===== config.mk =====
export PLATFORM = sky130hd
export DESIGN_NAME = interrupt_sequencer
export DESIGN_NICKNAME = d
export VERILOG_FILES = /design/src/rtl/interrupt_sequencer_pkg.sv /design/src/rtl/interrupt_sequencer.sv
export SDC_FILE = /design/constraint.sdc
export NUM_CORES = 1
export LEC_CHECK = 0
export BUFFER_PORTS_ARGS = -buffer_cell sky130_fd_sc_hd__buf_4
export CAP_MARGIN = 20
export CELL_PAD_IN_SITES_DETAIL_PLACEMENT = 0
export CELL_PAD_IN_SITES_GLOBAL_PLACEMENT = 2
export CORE_ASPECT_RATIO = 1.25
export CORE_MARGIN = 10
export CORE_UTILIZATION = 25
export CTS_CLUSTER_DIAMETER = 50
export DETAILED_ROUTE_END_ITERATION = 10
export PLACE_DENSITY_LB_ADDON = 0.1
export SETUP_SLACK_MARGIN = 0.4
export SYNTH_ARGS = -nofsm -noshare
export SYNTH_HDL_FRONTEND = slang
export SYNTH_SLANG_ARGS = --single-unit

===== constraint.sdc =====
create_clock -name clk -period 1.4 [get_ports clk]
set_input_delay 0 -clock clk [delete_from_list [all_inputs] [get_ports clk]]
set_output_delay 0 -clock clk [all_outputs]
set_load 0.005 [all_outputs]

===== src/rtl/interrupt_sequencer_pkg.sv =====
// Shared CPU definitions for the interrupt sequencer:
// FSM state encoding, handler vector and interrupt ID width.
package interrupt_sequencer_pkg;

  localparam int ID_W = 8;
  localparam int INT_VECTOR_ADDR = 1;

  typedef enum logic [1:0] {
    ST_IDLE    = 2'd0,
    ST_HANDLER = 2'd1,
    ST_RETURN  = 2'd2
  } int_state_e;

endpackage


===== src/rtl/interrupt_sequencer.sv =====
// Takes controller interrupt requests at instruction boundaries,
// redirects to the vector, and restores the saved PC on reti.
module interrupt_sequencer
  import interrupt_sequencer_pkg::*;
#(
  parameter int ADDR_W = 32,
  parameter logic [ADDR_W-1:0] VECTOR_ADDR =
    ADDR_W'(INT_VECTOR_ADDR),
  parameter int CNT_W = 16
) (
  input  logic              clk,
  input  logic              reset,
  input  logic              intCPU,
  input  logic [ID_W-1:0]   intID,
  input  logic              boundary_valid,
  input  logic [ADDR_W-1:0] boundary_pc,
  input  logic              reti_commit,
  output logic              intDisabled,
  output logic              redirect_valid,
  output logic [ADDR_W-1:0] redirect_pc,
  output logic [ADDR_W-1:0] epc,
  output logic [ID_W-1:0]   cur_id,
  output logic [CNT_W-1:0]  int_count,
  output logic              spurious_reti
);

  int_state_e        state_q;
  logic              int_dis_q;
  logic              rdr_vld_q;
  logic [ADDR_W-1:0] rdr_pc_q;
  logic [ADDR_W-1:0] epc_q;
  logic [ID_W-1:0]   cur_id_q;
  logic [CNT_W-1:0]  cnt_q;
  logic              spur_q;

  always_ff @(posedge clk or negedge reset) begin
    if (!reset) begin
      state_q   <= ST_IDLE;
      int_dis_q <= 1'b0;
      rdr_vld_q <= 1'b0;
      rdr_pc_q  <= '0;
      epc_q     <= '0;
      cur_id_q  <= '0;
      cnt_q     <= '0;
      spur_q    <= 1'b0;
    end else begin
      rdr_vld_q <= 1'b0;
      unique case (state_q)
        ST_IDLE: begin
          int_dis_q <= 1'b0;
          if (reti_commit) spur_q <= 1'b1;
          if (intCPU && boundary_valid) begin
            epc_q     <= boundary_pc;
            cur_id_q  <= intID;
            int_dis_q <= 1'b1;
            rdr_vld_q <= 1'b1;
            rdr_pc_q  <= VECTOR_ADDR;
            cnt_q     <= cnt_q + CNT_W'(1);
            state_q   <= ST_HANDLER;
          end
        end
        ST_HANDLER: begin
          if (reti_commit) begin
            rdr_vld_q <= 1'b1;
            rdr_pc_q  <= epc_q;
            state_q   <= ST_RETURN;
          end
        end
        ST_RETURN: begin
          // Re-enable only after the restore redirect is in fetch.
          int_dis_q <= 1'b0;
          state_q   <= ST_IDLE;
        end
        default: begin
          int_dis_q <= 1'b0;
          state_q   <= ST_IDLE;
        end
      endcase
    end
  end

  assign intDisabled    = int_dis_q;
  assign redirect_valid = rdr_vld_q;
  assign redirect_pc    = rdr_pc_q;
  assign epc            = epc_q;
  assign cur_id         = cur_id_q;
  assign int_count      = cnt_q;
  assign spurious_reti  = spur_q;

endmodule


After elaboration in Yosys (flattened, before gate mapping). Index checks and enable logic that the tools add are counted.

Reduce and logical (&&, ||, !) cells: 7. Multiplexer cells: 10. Add/sub/neg operators: 1. Equality and inequality tests: 3.

Operators with widths (count): $mux 32 (2); $pmux 32 s2 (1); $add 16x1->16 const B (1); $reduce_and 2->1 (3); $mux 2 (2); $ne 2x2->1 const B (2); $pmux 1 s2 (2); $pmux 2 s2 (1); $reduce_and 3->1 (1); $eq 2x1->1 const B (1); $logic_not 2->1 (1); $mux 1 (2); $reduce_bool 2->1 (1); $logic_and 1x1->1 (1).

Output and inout bits: 91. Word-level logic and storage cells: 29. Flip-flop bits (word level): 93. Input bits: 45.

Depth between registers and ports, before layout. Gate-level depths: netlist (run 1).

Word-level depth: 3. Mapped depth: 6. Gate-level depth less buffers: 5.

Least setup slack after synthesis (run 1). OpenSTA, ideal clock, no wires.

Path kind: register -> register. Start point: register state_q[0]. End point: register cnt_q[13] (netlist: int_count[13]). Stages on the path, launching flop included: 5. Setup time: 123 ps. Path buffers: 0. Clock period less this slack: 1392 ps. Path slack: 8 ps. Required time: 1277 ps. Data arrival time: 1269 ps. Path through: dfrtp_1 nand4bb_4 nor4_4 nand3_1 xnor2_1.

Cells in the longest elaborated chain, start to end: 2.

Ends and longest elaborated chain: start, declared (line interrupt_sequencer.sv:27) `int_state_e state_q;`; start signal, assigned (line interrupt_sequencer.sv:38) `state_q <= ST_IDLE;`; start signal, assigned (line interrupt_sequencer.sv:59) `state_q <= ST_HANDLER;`; start signal, assigned (line interrupt_sequencer.sv:66) `state_q <= ST_RETURN;`; $logic_not 2->1 (line interrupt_sequencer.sv:48) `unique case (state_q)`; $reduce_and 2->1 (no source line); end signal, assigned (line interrupt_sequencer.sv:58) `cnt_q <= cnt_q + CNT_W'(1);`; end, declared (line interrupt_sequencer.sv:33) `logic [CNT_W-1:0] cnt_q;`.

Every way passes these cells. A chain may end at the register's enable or synchronous reset.

Worst setup path in the final report (run 1).
Start point: register state_q[1]. End point: register epc_q[0] (netlist: epc[0]).

Cells in the longest elaborated chain, start to end: 2.

Ends and longest elaborated chain: $logic_not 2->1 (line interrupt_sequencer.sv:48); $reduce_and 2->1 (no source line); end signal, assigned (line interrupt_sequencer.sv:53) `epc_q <= boundary_pc;`; end, declared (line interrupt_sequencer.sv:31) `logic [ADDR_W-1:0] epc_q;`.

Every way passes these cells.

==> results of run 1 <==
[routing by layer]
layer  GRT usage [%]  wire, µm  share of wire, %  vias up
met1            14.3      5040                41     1519
li1                -         -                 -     1632
met2            20.4      6150                51       75
met3            4.73       857               7.0        8
met5               0         0                 0        -
met4            3.22       116              0.95        0
[layout make-up]
class                   count  share of cell area, %
clock buffers              12                   3.76
multi-input cells         272                   21.2
inverters                   1                 0.0597
well taps                 178                   3.54
repair buffers            221                   32.5
flip-flops and latches     93                   37.1
clock inverters             4                   1.91
[power by group through the flow]
| stage | Combinational (mW) | Sequential, mW | Clock, mW |
|---|---|---|---|
| after floorplan | 0.756 | 3.69 | 0 |
| after global placement | 2.18 | 3.66 | 0 |
| after detailed placement | 2.19 | 3.67 | 0 |
| after CTS | 2.52 | 3.63 | 3.04 |
| after global routing | 2.95 | 3.72 | 3.16 |
| final | 2.63 | 3.64 | 2.94 |
[cell usage after synthesis, types with 2 or more instances]
cell type / instances
sky130_fd_sc_hd__nor2_1: 5
sky130_fd_sc_hd__xnor2_1: 11
sky130_fd_sc_hd__o21ai_0: 33
sky130_fd_sc_hd__a21o_1: 2
sky130_fd_sc_hd__clkbuf_1: 9
sky130_fd_sc_hd__nand3_1: 8
sky130_fd_sc_hd__xor2_1: 4
sky130_fd_sc_hd__dfrtp_1: 93
sky130_fd_sc_hd__buf_2: 11
sky130_fd_sc_hd__and3_1: 3
sky130_fd_sc_hd__nand2_1: 196
[flip-flops by register name, summed over array words and instances, names as in the netlist]
register,count
spurious_reti,1
state_q,2
int_count,16
intDisabled,1
cur_id,8
redirect_valid,1
epc,32
redirect_pc,32
[worst paths after layout]
check,slack (ps),startpoint,end
max,-1,state_q[1],epc[0]
min,190,intCPU,int_count[15]
max reg2reg,-1,state_q[1],epc[0]
min reg2reg,480,spurious_reti,spurious_reti
max in group asynchronous,740,reset,int_count[4]
min in group asynchronous,240,reset,redirect_pc[8]
[cell families (layout without fill, tap and decap cells)]
group                      Yosys count  in the layout  share of synthesized area, %
and+or+nand+nor                    221            221                          24.9
AOI/OAI and AO/OA                   35             35                          4.92
adders and majority gates            1              1                         0.342
xor gates and xnor gates            15             15                          3.59
buffers and inverters               22            238                          2.63
DFF                                 93             93                          63.6
[critical path: cells and delay by family (launching register included)]
| kind | cells | cell delay (ps) |
|---|---|---|
| buffers and inverters | 4 | 520 |
| DFF | 1 | 380 |
| and+or+nand+nor | 4 | 440 |
[repair_timing]
item,4_1_cts,5_1_grt
endpoints found under the setup margin,99,101
buffers inserted,13,5
gates resized for setup,20,14
pin swaps,12,7
hold buffers,42,0
gates cloned,2,2
endpoints found under the hold margin,136,0
[per-stage QoR]
| step | setup TNS (ps) | setup WS (ps) | hold WS (ps) | utilization (%) | total power, mW |
|---|---|---|---|---|---|
| after floorplan | 0 | 75.6 | -296 | - | 4.45 |
| after global placement | -18.6 | -8.61 | 103 | 35.4 | 5.84 |
| after detailed placement | -553 | -31.3 | 104 | 35.4 | 5.86 |
| after CTS | 0 | 3.30 | 164 | 42.6 | 9.19 |
| after global routing | -3470 | -84.0 | 208 | 43.6 | 9.83 |
| final | -1.28 | -1.28 | 192 | 43.6 | 9.20 |
==> run summary, run 1 <==
* 4 — length of the first detailed-routing pass in iterations
* 0.0144 mm² — placeable core region
* 0 — maximum capacitance violations
* 31.9% — part of the power in the clock network
* 12,200 µm — final wirelength
* 522 ps — Worst Max-Slew Pin Slew
* setup timing — failing checks
* 1670 ps — data required time at the worst endpoint
* 2 — worst-case clock buffer depth
* 0.00366 mm² — synthesized cell area
* 433 — post-synthesis net count
* 0 — antenna violations before repair
* 6.69 mW — internal power
* 1.02 mV — Peak supply drop
* 100% — portion of the clock cycle consumed by the worst path in the final layout
* 155 µm — y dimension of the die
* reg -> reg — Worst Setup Path Type
* 63.6% — Synth top area share
* 1400 ps — min cycle time layout
* 19,600 µm — first-pass GRT wire length
* 25.4% — initial core utilization
* 93 — clock sink count
* 23 — unique cell type count in the Yosys netlist
* 35.0% — share of layout cells above drive strength 1
* sky130_fd_sc_hd__dfrtp_1 — Yosys top cell by area
* 0.0199 mm² — Die Area
* 0 — overflow left after global routing
* 5 — Hold Path Stages
* 0.00133 mm² — area of the multi-input gates
* 380 ps — maximum single-stage delay on the critical path
* 0 — number of nets with antenna violations after detailed routing
* 4.14 — ratio of routed vias to standard cells
* 128 µm — die width
* 1 — # setup viols final
* 12.2% — GR Util All Layers
* 0 — Remaining DRCs
* 9 — number of buffers created by CTS
* sky130_fd_sc_hd__clkbuf_16 — Clk Tree Root Cell
* 9.46 µm² — Synth Area per Inst
* 8 — worst r2r path cells
* sky130_fd_sc_hd__nand2_1, sky130_fd_sc_hd__buf_4, sky130_fd_sc_hd__dfrtp_1 — commonest cells after routing, fill and taps aside
* sky130_fd_sc_hd__dfrtp_1 — CP max-delay cell
* 0 — Yosys Warn Count
* 387 — cell count after synthesis
* 136 — I/O pin total
* in -> reg — worst hold path class
* 63.6% — share of synthesized area occupied by flip-flops and latches
* 1460 mW/mm² — pwr dens
* 7930 µm — DPL Wire Length
* flop — critical path endpoint category
* 0 — # diodes
* 644 — # nets final
* 330 ps — Worst-Skew Late Latency
* 1,437 — fill cell instance count of the final layout
* 0.00233 mm² — FF+latch area
* 6 — CP max FO
* 94 — maximum number of pins on one net before global-route repair
* 0 — Post-synth EDFFs
* 2.52 mW — Switch Pwr
* 0.00629 mm² — post-route design area
* 65.2% — relative slew slack
* yes — setup repair after global routing missed its margin
* 3,234 — detailed-route via count
* sky130_fd_sc_hd__dfrtp_1 — primary flip-flop cell chosen by synthesis mapping
* flop — critical path launch point type
* sky130_fd_sc_hd__nand2_1 — most common cell after layout, fill and taps aside
* 28.5% — power share of the combinational group
* 49 — number of rows created at floorplan
* 0.00510 mm² — post-placement cell area
* 781 — Layout Cells excl Fill
* 0 — count of endpoints failing hold in the final timing report
* sky130_fd_sc_hd__dfrtp_1, sky130_fd_sc_hd__nand2_1, sky130_fd_sc_hd__o21ai_0 — biggest area contributors in the synthesized netlist
* 39.6% — fraction of power consumed by sequential logic
* 15.6 µm — routed wire length per instance
* 1670 ps — Critical Path AT
* 3,587 — vias in the first global route
* 100% — proportion of register bits with asynchronous set or reset after synthesis
* 3 — H-tree depth
* 0 — pins over their slew limit
* 71.8% — area delta synth->final
* buf_4 -> nor2_4 -> and3_4 -> buf_12 -> buf_12 -> clkbuf_16 -> nand2_1 -> nand2_1 — ordered list of cells on the worst path
* 5.76 ps — largest clock skew in the final design
* finished with violations — run status
* done — clock tree from TritonCTS
* -1.28 ps — Final WS setup
* 0.717 — final weighted congestion in routability-driven placement
* 0.714 GHz — Max Fclk
* 123 — initial drt markers
* 135 — Port Buffer Count
* 60 ps — Reg clk slew, reported paths
* 3.16 nW — leakage component of the power
* 27.3% — Sw Ratio
* 701 — placed cell count
* 93 — register bit count reported by yosys
(Power assumes the default switching activity.)
==> run 2: changes to the inputs <==
MAX_ROUTING_LAYER = met4   (was default)
==> run 2 against run 1 <==
The run still ends with setup timing left; register-to-register slack about the same; final cell count unchanged; sequential share of layout area unchanged; die area unchanged; clock skew about the same; largest cell class unchanged; hold slack about the same; non-clock buffer count unchanged; combinational power about the same.
==> run summary, run 2 (synthesis results as in run 1) <==
* finished with violations — run status
* setup timing — failing checks
* 1460 mW/mm² — pwr dens
* 1400 ps — min cycle time layout
* 19,500 µm — first-pass GRT wire length
* 0.714 GHz — Max Fclk
* 380 ps — maximum single-stage delay on the critical path
* sky130_fd_sc_hd__nand2_1 — most common cell after layout, fill and taps aside
* 49 — number of rows created at floorplan
* in -> reg — worst hold path class
* 0.0199 mm² — Die Area
* 25.4% — initial core utilization
* 0.00629 mm² — post-route design area
* 0.0144 mm² — placeable core region
* sky130_fd_sc_hd__clkbuf_16 — Clk Tree Root Cell
* 644 — # nets final
* 2 — worst-case clock buffer depth
* 9 — number of buffers created by CTS
* 35.0% — share of layout cells above drive strength 1
* 65.2% — relative slew slack
* 0 — maximum capacitance violations
* 192 ps — tightest hold margin
* 0 — number of nets with antenna violations after detailed routing
* intCPU — Hold Startpoint
* state_q[1] — startpoint of the most critical register-to-register path
* 0 — Remaining DRCs
* 136 — I/O pin total
* 155 µm — y dimension of the die
* 4.14 — ratio of routed vias to standard cells
* done — clock tree from TritonCTS
* 3.16 nW — leakage component of the power
* 6 — CP max FO
* flop — critical path launch point type
* 3,595 — vias in the first global route
* 330 ps — Worst-Skew Late Latency
* 0 — # diodes
* 128 µm — die width
* 43.6% — share of the core filled with cells
* 3,232 — detailed-route via count
* -1.12 ps — Final WS setup
* 4 — length of the first detailed-routing pass in iterations
* state_q[1] — Worst setup startpoint
* sky130_fd_sc_hd__dfrtp_1 — CP max-delay cell
* 3 — H-tree depth
* 0.00510 mm² — post-placement cell area
* yes — setup repair after global routing missed its margin
* flop — critical path endpoint category
* 1670 ps — Critical Path AT
* 15.6 µm — routed wire length per instance
* reg -> reg — Worst Setup Path Type
* 1670 ps — data required time at the worst endpoint
* 0 — overflow left after global routing
* buf_4 -> nor2_4 -> and3_4 -> buf_12 -> buf_12 -> clkbuf_16 -> nand2_1 -> nand2_1 — ordered list of cells on the worst path
* 0 — pins over their slew limit
* 0 — antenna violations before repair
* 93 — clock sink count
* 12,200 µm — final wirelength
* 100% — portion of the clock cycle consumed by the worst path in the final layout
* 0 — count of endpoints failing hold in the final timing report
* 522 ps — Worst Max-Slew Pin Slew
* 1.03 mV — Peak supply drop
* sky130_fd_sc_hd__nand2_1, sky130_fd_sc_hd__buf_4, sky130_fd_sc_hd__dfrtp_1 — commonest cells after routing, fill and taps aside
* 5.76 ps — largest clock skew in the final design
* 71.8% — area delta synth->final
* 1 — # setup viols final
* 12.6% — GR Util All Layers
* 94 — maximum number of pins on one net before global-route repair
* 60 ps — Reg clk slew, reported paths
* 122 — initial drt markers
* 0.725 — final weighted congestion in routability-driven placement
* 7930 µm — DPL Wire Length
* 135 — Port Buffer Count
* 1,437 — fill cell instance count of the final layout
run 2: cell counts in the layout (fill, tap and decap cells not counted):
Identical to the previous run, type by type.
run 2: final timing paths:
path                       slack [ps]             end  cells after the start
setup / recovery                   -1          epc[0]                      8
min in group asynchronous         240  redirect_pc[8]                      3
setup reg to reg                   -1          epc[0]                      8
hold / removal                    190   int_count[15]                      5
hold reg to reg                   480   spurious_reti                      1
max in group asynchronous         740    int_count[4]                      3
run 2: layout make-up:
type	instances	area, µm²	area share (%)
flip-flops and latches	93	2330	37.1
repair buffers	221	2040	32.5
multi-input cells	272	1330	21.2
clock buffers	12	236	3.76
well taps	178	223	3.54
clock inverters	4	120	1.91
inverters	1	3.75	0.0597
run 2: layer usage:
layer / routed length (µm) / vias to the layer above / share of wire (%) / global-route usage, %
met5: 0 / - / 0 / -
met3: 752 / 8 / 6.2 / 4.11
met1: 5150 / 1517 / 42 / 14.6
li1: - / 1632 / - / -
met4: 114 / 0 / 0.94 / 3.22
met2: 6160 / 75 / 51 / 20.4
run 2: metrics by stage:
stage	power [mW]	cells	setup slack (ps)	TNS [ps]
after global placement	5.84	701	-8.61	-18.6
after global routing	9.82	781	-84.0	-3470
after floorplan	4.45	387	75.6	0
after detailed placement	5.86	701	-31.3	-553
after CTS	9.19	774	3.30	0
final	9.20	781	-1.12	-1.12
run 2: repair_timing:
item                       in CTS  in global routing
hold buffers                   42                  0
setup endpoints to repair      99                101
gates resized for setup        20                 14
buffers inserted               13                  5
pin swaps                      12                  7
hold endpoints to repair      136                  0
gates cloned                    2                  2
run 2: power by group:
part | switching, mW | leakage (nW) | internal (mW) | total [mW]
clock network | 1.01 | 0.171 | 1.93 | 2.94
registers | 0.415 | 1.20 | 3.22 | 3.64
logic | 1.10 | 1.78 | 1.53 | 2.63
run 2: worst max-delay path: cells and delay by family (launching register included):
family | cells | cell delay, ps
buffers and inverters | 4 | 520
and+or+nand+nor | 4 | 440
DFF | 1 | 380
==> run 3: changes to the inputs <==
REMOVE_ABC_BUFFERS = 1   (was default)
==> run 3 against run 2 <==
The flow still finishes with violations (setup timing); register-to-register slack lost 60 ps; first-iteration DRC count rose by 57%; total power grew 2.3%; sequential cell count is the same; non-clock buffer count grew 6; setup slack lost 58 ps.
==> run summary, run 3 (synthesis results as in run 1) <==
* 0.00503 mm² — post-placement cell area
* 651 — # nets final
* 48.9% — share of layout cells above drive strength 1
* 25.4% — initial core utilization
* 2 — Crit path buffers/inverters
* 104% — portion of the clock cycle consumed by the worst path in the final layout
* 0.685 GHz — Max Fclk
* 8070 µm — DPL Wire Length
* 390 ps — maximum single-stage delay on the critical path
* 4.35 — ratio of routed vias to standard cells
* 340 ps — Worst-Skew Late Latency
* 1710 ps — Critical Path AT
* 40.1% — fraction of power consumed by sequential logic
* 3 — H-tree depth
* 0.727 — final weighted congestion in routability-driven placement
* 62.6% — relative slew slack
* in -> reg — worst hold path class
* 46.8% — share of the core filled with cells
* 1400 mW/mm² — pwr dens
* 1650 ps — data required time at the worst endpoint
* 29.2% — part of the power in the clock network
* reg -> reg — Worst Setup Path Type
* 155 µm — y dimension of the die
* 13.4% — GR Util All Layers
* 30.6% — power share of the combinational group
* 3.32 nW — leakage component of the power
* 0 — overflow left after global routing
* 2 — worst-case clock buffer depth
* 0 — number of nets with antenna violations after detailed routing
* 0.0199 mm² — Die Area
* 17.7 µm — routed wire length per instance
* 0 — maximum capacitance violations
* yes — setup repair after global routing missed its margin
* 0 — count of endpoints failing hold in the final timing report
* done — clock tree from TritonCTS
* 6.64 mW — internal power
* 13,900 µm — final wirelength
* buf_6 -> nand3b_1 -> a21o_4 -> clkbuf_16 -> o21ai_0 — ordered list of cells on the worst path
* finished with violations — run status
* sky130_fd_sc_hd__dfrtp_1 — CP max-delay cell
* 0.00674 mm² — post-route design area
* 1460 ps — min cycle time layout
* 191 — initial drt markers
* sky130_fd_sc_hd__buf_4, sky130_fd_sc_hd__nand2_1, sky130_fd_sc_hd__dfrtp_1 — commonest cells after routing, fill and taps aside
* 9 — number of buffers created by CTS
* 5.59 ps — largest clock skew in the final design
* 0 — pins over their slew limit
* sky130_fd_sc_hd__buf_4 — most common cell after layout, fill and taps aside
* 560 ps — Worst Max-Slew Pin Slew
* 84.1% — area delta synth->final
* sky130_fd_sc_hd__clkbuf_16 — Clk Tree Root Cell
* 128 µm — die width
* 49 — number of rows created at floorplan
* 4 — length of the first detailed-routing pass in iterations
* flop — critical path launch point type
* 136 — I/O pin total
* 3,511 — vias in the first global route
* 0 — # diodes
* 0.0144 mm² — placeable core region
* 9 — CP max FO
* compound AO/OA/AOI/OAI gates — Worst path top cell family by delay
* flop — critical path endpoint category
* 60 ps — Reg clk slew, reported paths
* 2.78 mW — Switch Pwr
* 135 — Port Buffer Count
* 0.673 mV — Peak supply drop
* setup timing — failing checks
* 94 — maximum number of pins on one net before global-route repair
* 41 — # setup viols final
* 0 — antenna violations before repair
* 29.5% — Sw Ratio
* -1070 ps — Sum Neg Setup Slack
* 20,300 µm — first-pass GRT wire length
* -59.5 ps — Final WS setup
* 3,427 — detailed-route via count
* 0 — Remaining DRCs
* 93 — clock sink count
[run 3: routing by layer]
metal / vias up / share of wire (%) / track usage [%]
li1: 1667 / - / -
met5: - / 0 / -
met4: 0 / 0.76 / 3.54
met2: 84 / 51 / 21.8
met3: 9 / 4.9 / 3.33
met1: 1667 / 43 / 16.1
[run 3: cell type report]
class	instances	area, µm²
Sequential cell	93	2330
Timing Repair Buffer	227	2210
Tap cell	178	223
Multi-Input combinational cell	273	1640
Inverter	1	3.75
Clock buffer	10	229
Fill cell	1398	7670
Clock inverter	5	100
[run 3: through the flow]
step | hold slack, ps | std cells | total power, mW | worst slack [ps]
finish | 138 | 787 | 9.41 | -59.5
global route | 147 | 787 | 10.0 | -133
CTS | 130 | 771 | 8.94 | -50.2
detailed placement | 102 | 702 | 5.75 | -127
global placement | 103 | 702 | 5.72 | -53.0
floorplan | -296 | 366 | 4.26 | -443
[run 3: final timing paths]
| check | cells past startpoint | end | slack (ps) | start |
|---|---|---|---|---|
| max reg2reg | 5 | redirect_pc[20] | -60 | state_q[0] |
| max | 5 | redirect_pc[20] | -60 | state_q[0] |
| min | 4 | int_count[2] | 140 | intCPU |
| max in group asynchronous | 3 | int_count[2] | 690 | reset |
| min reg2reg | 1 | spurious_reti | 470 | spurious_reti |
| min in group asynchronous | 3 | epc[18] | 230 | reset |
[run 3: tightest hold or removal path: cells and delay by family]
kind / cells / cell delay, ps
buffers and inverters: 1 / 140
XOR/XNOR: 1 / 60
AND/OR/NAND/NOR: 2 / 240
[run 3: power by group through the flow]
| stage | clock network (mW) | logic (mW) | registers, mW |
|---|---|---|---|
| CTS | 2.85 | 2.44 | 3.65 |
| global route | 2.96 | 3.17 | 3.87 |
| finish | 2.75 | 2.88 | 3.78 |
| floorplan | 0 | 0.593 | 3.67 |
| global placement | 0 | 2.05 | 3.67 |
| detailed placement | 0 | 2.07 | 3.68 |
[run 3: repair_timing]
item,4_1_cts,5_1_grt
hold buffers,42,0
gates resized for setup,43,143
buffers inserted,6,6
endpoints found under the setup margin,96,99
hold endpoints to repair,136,0
pin swaps,11,90
gates cloned,6,10
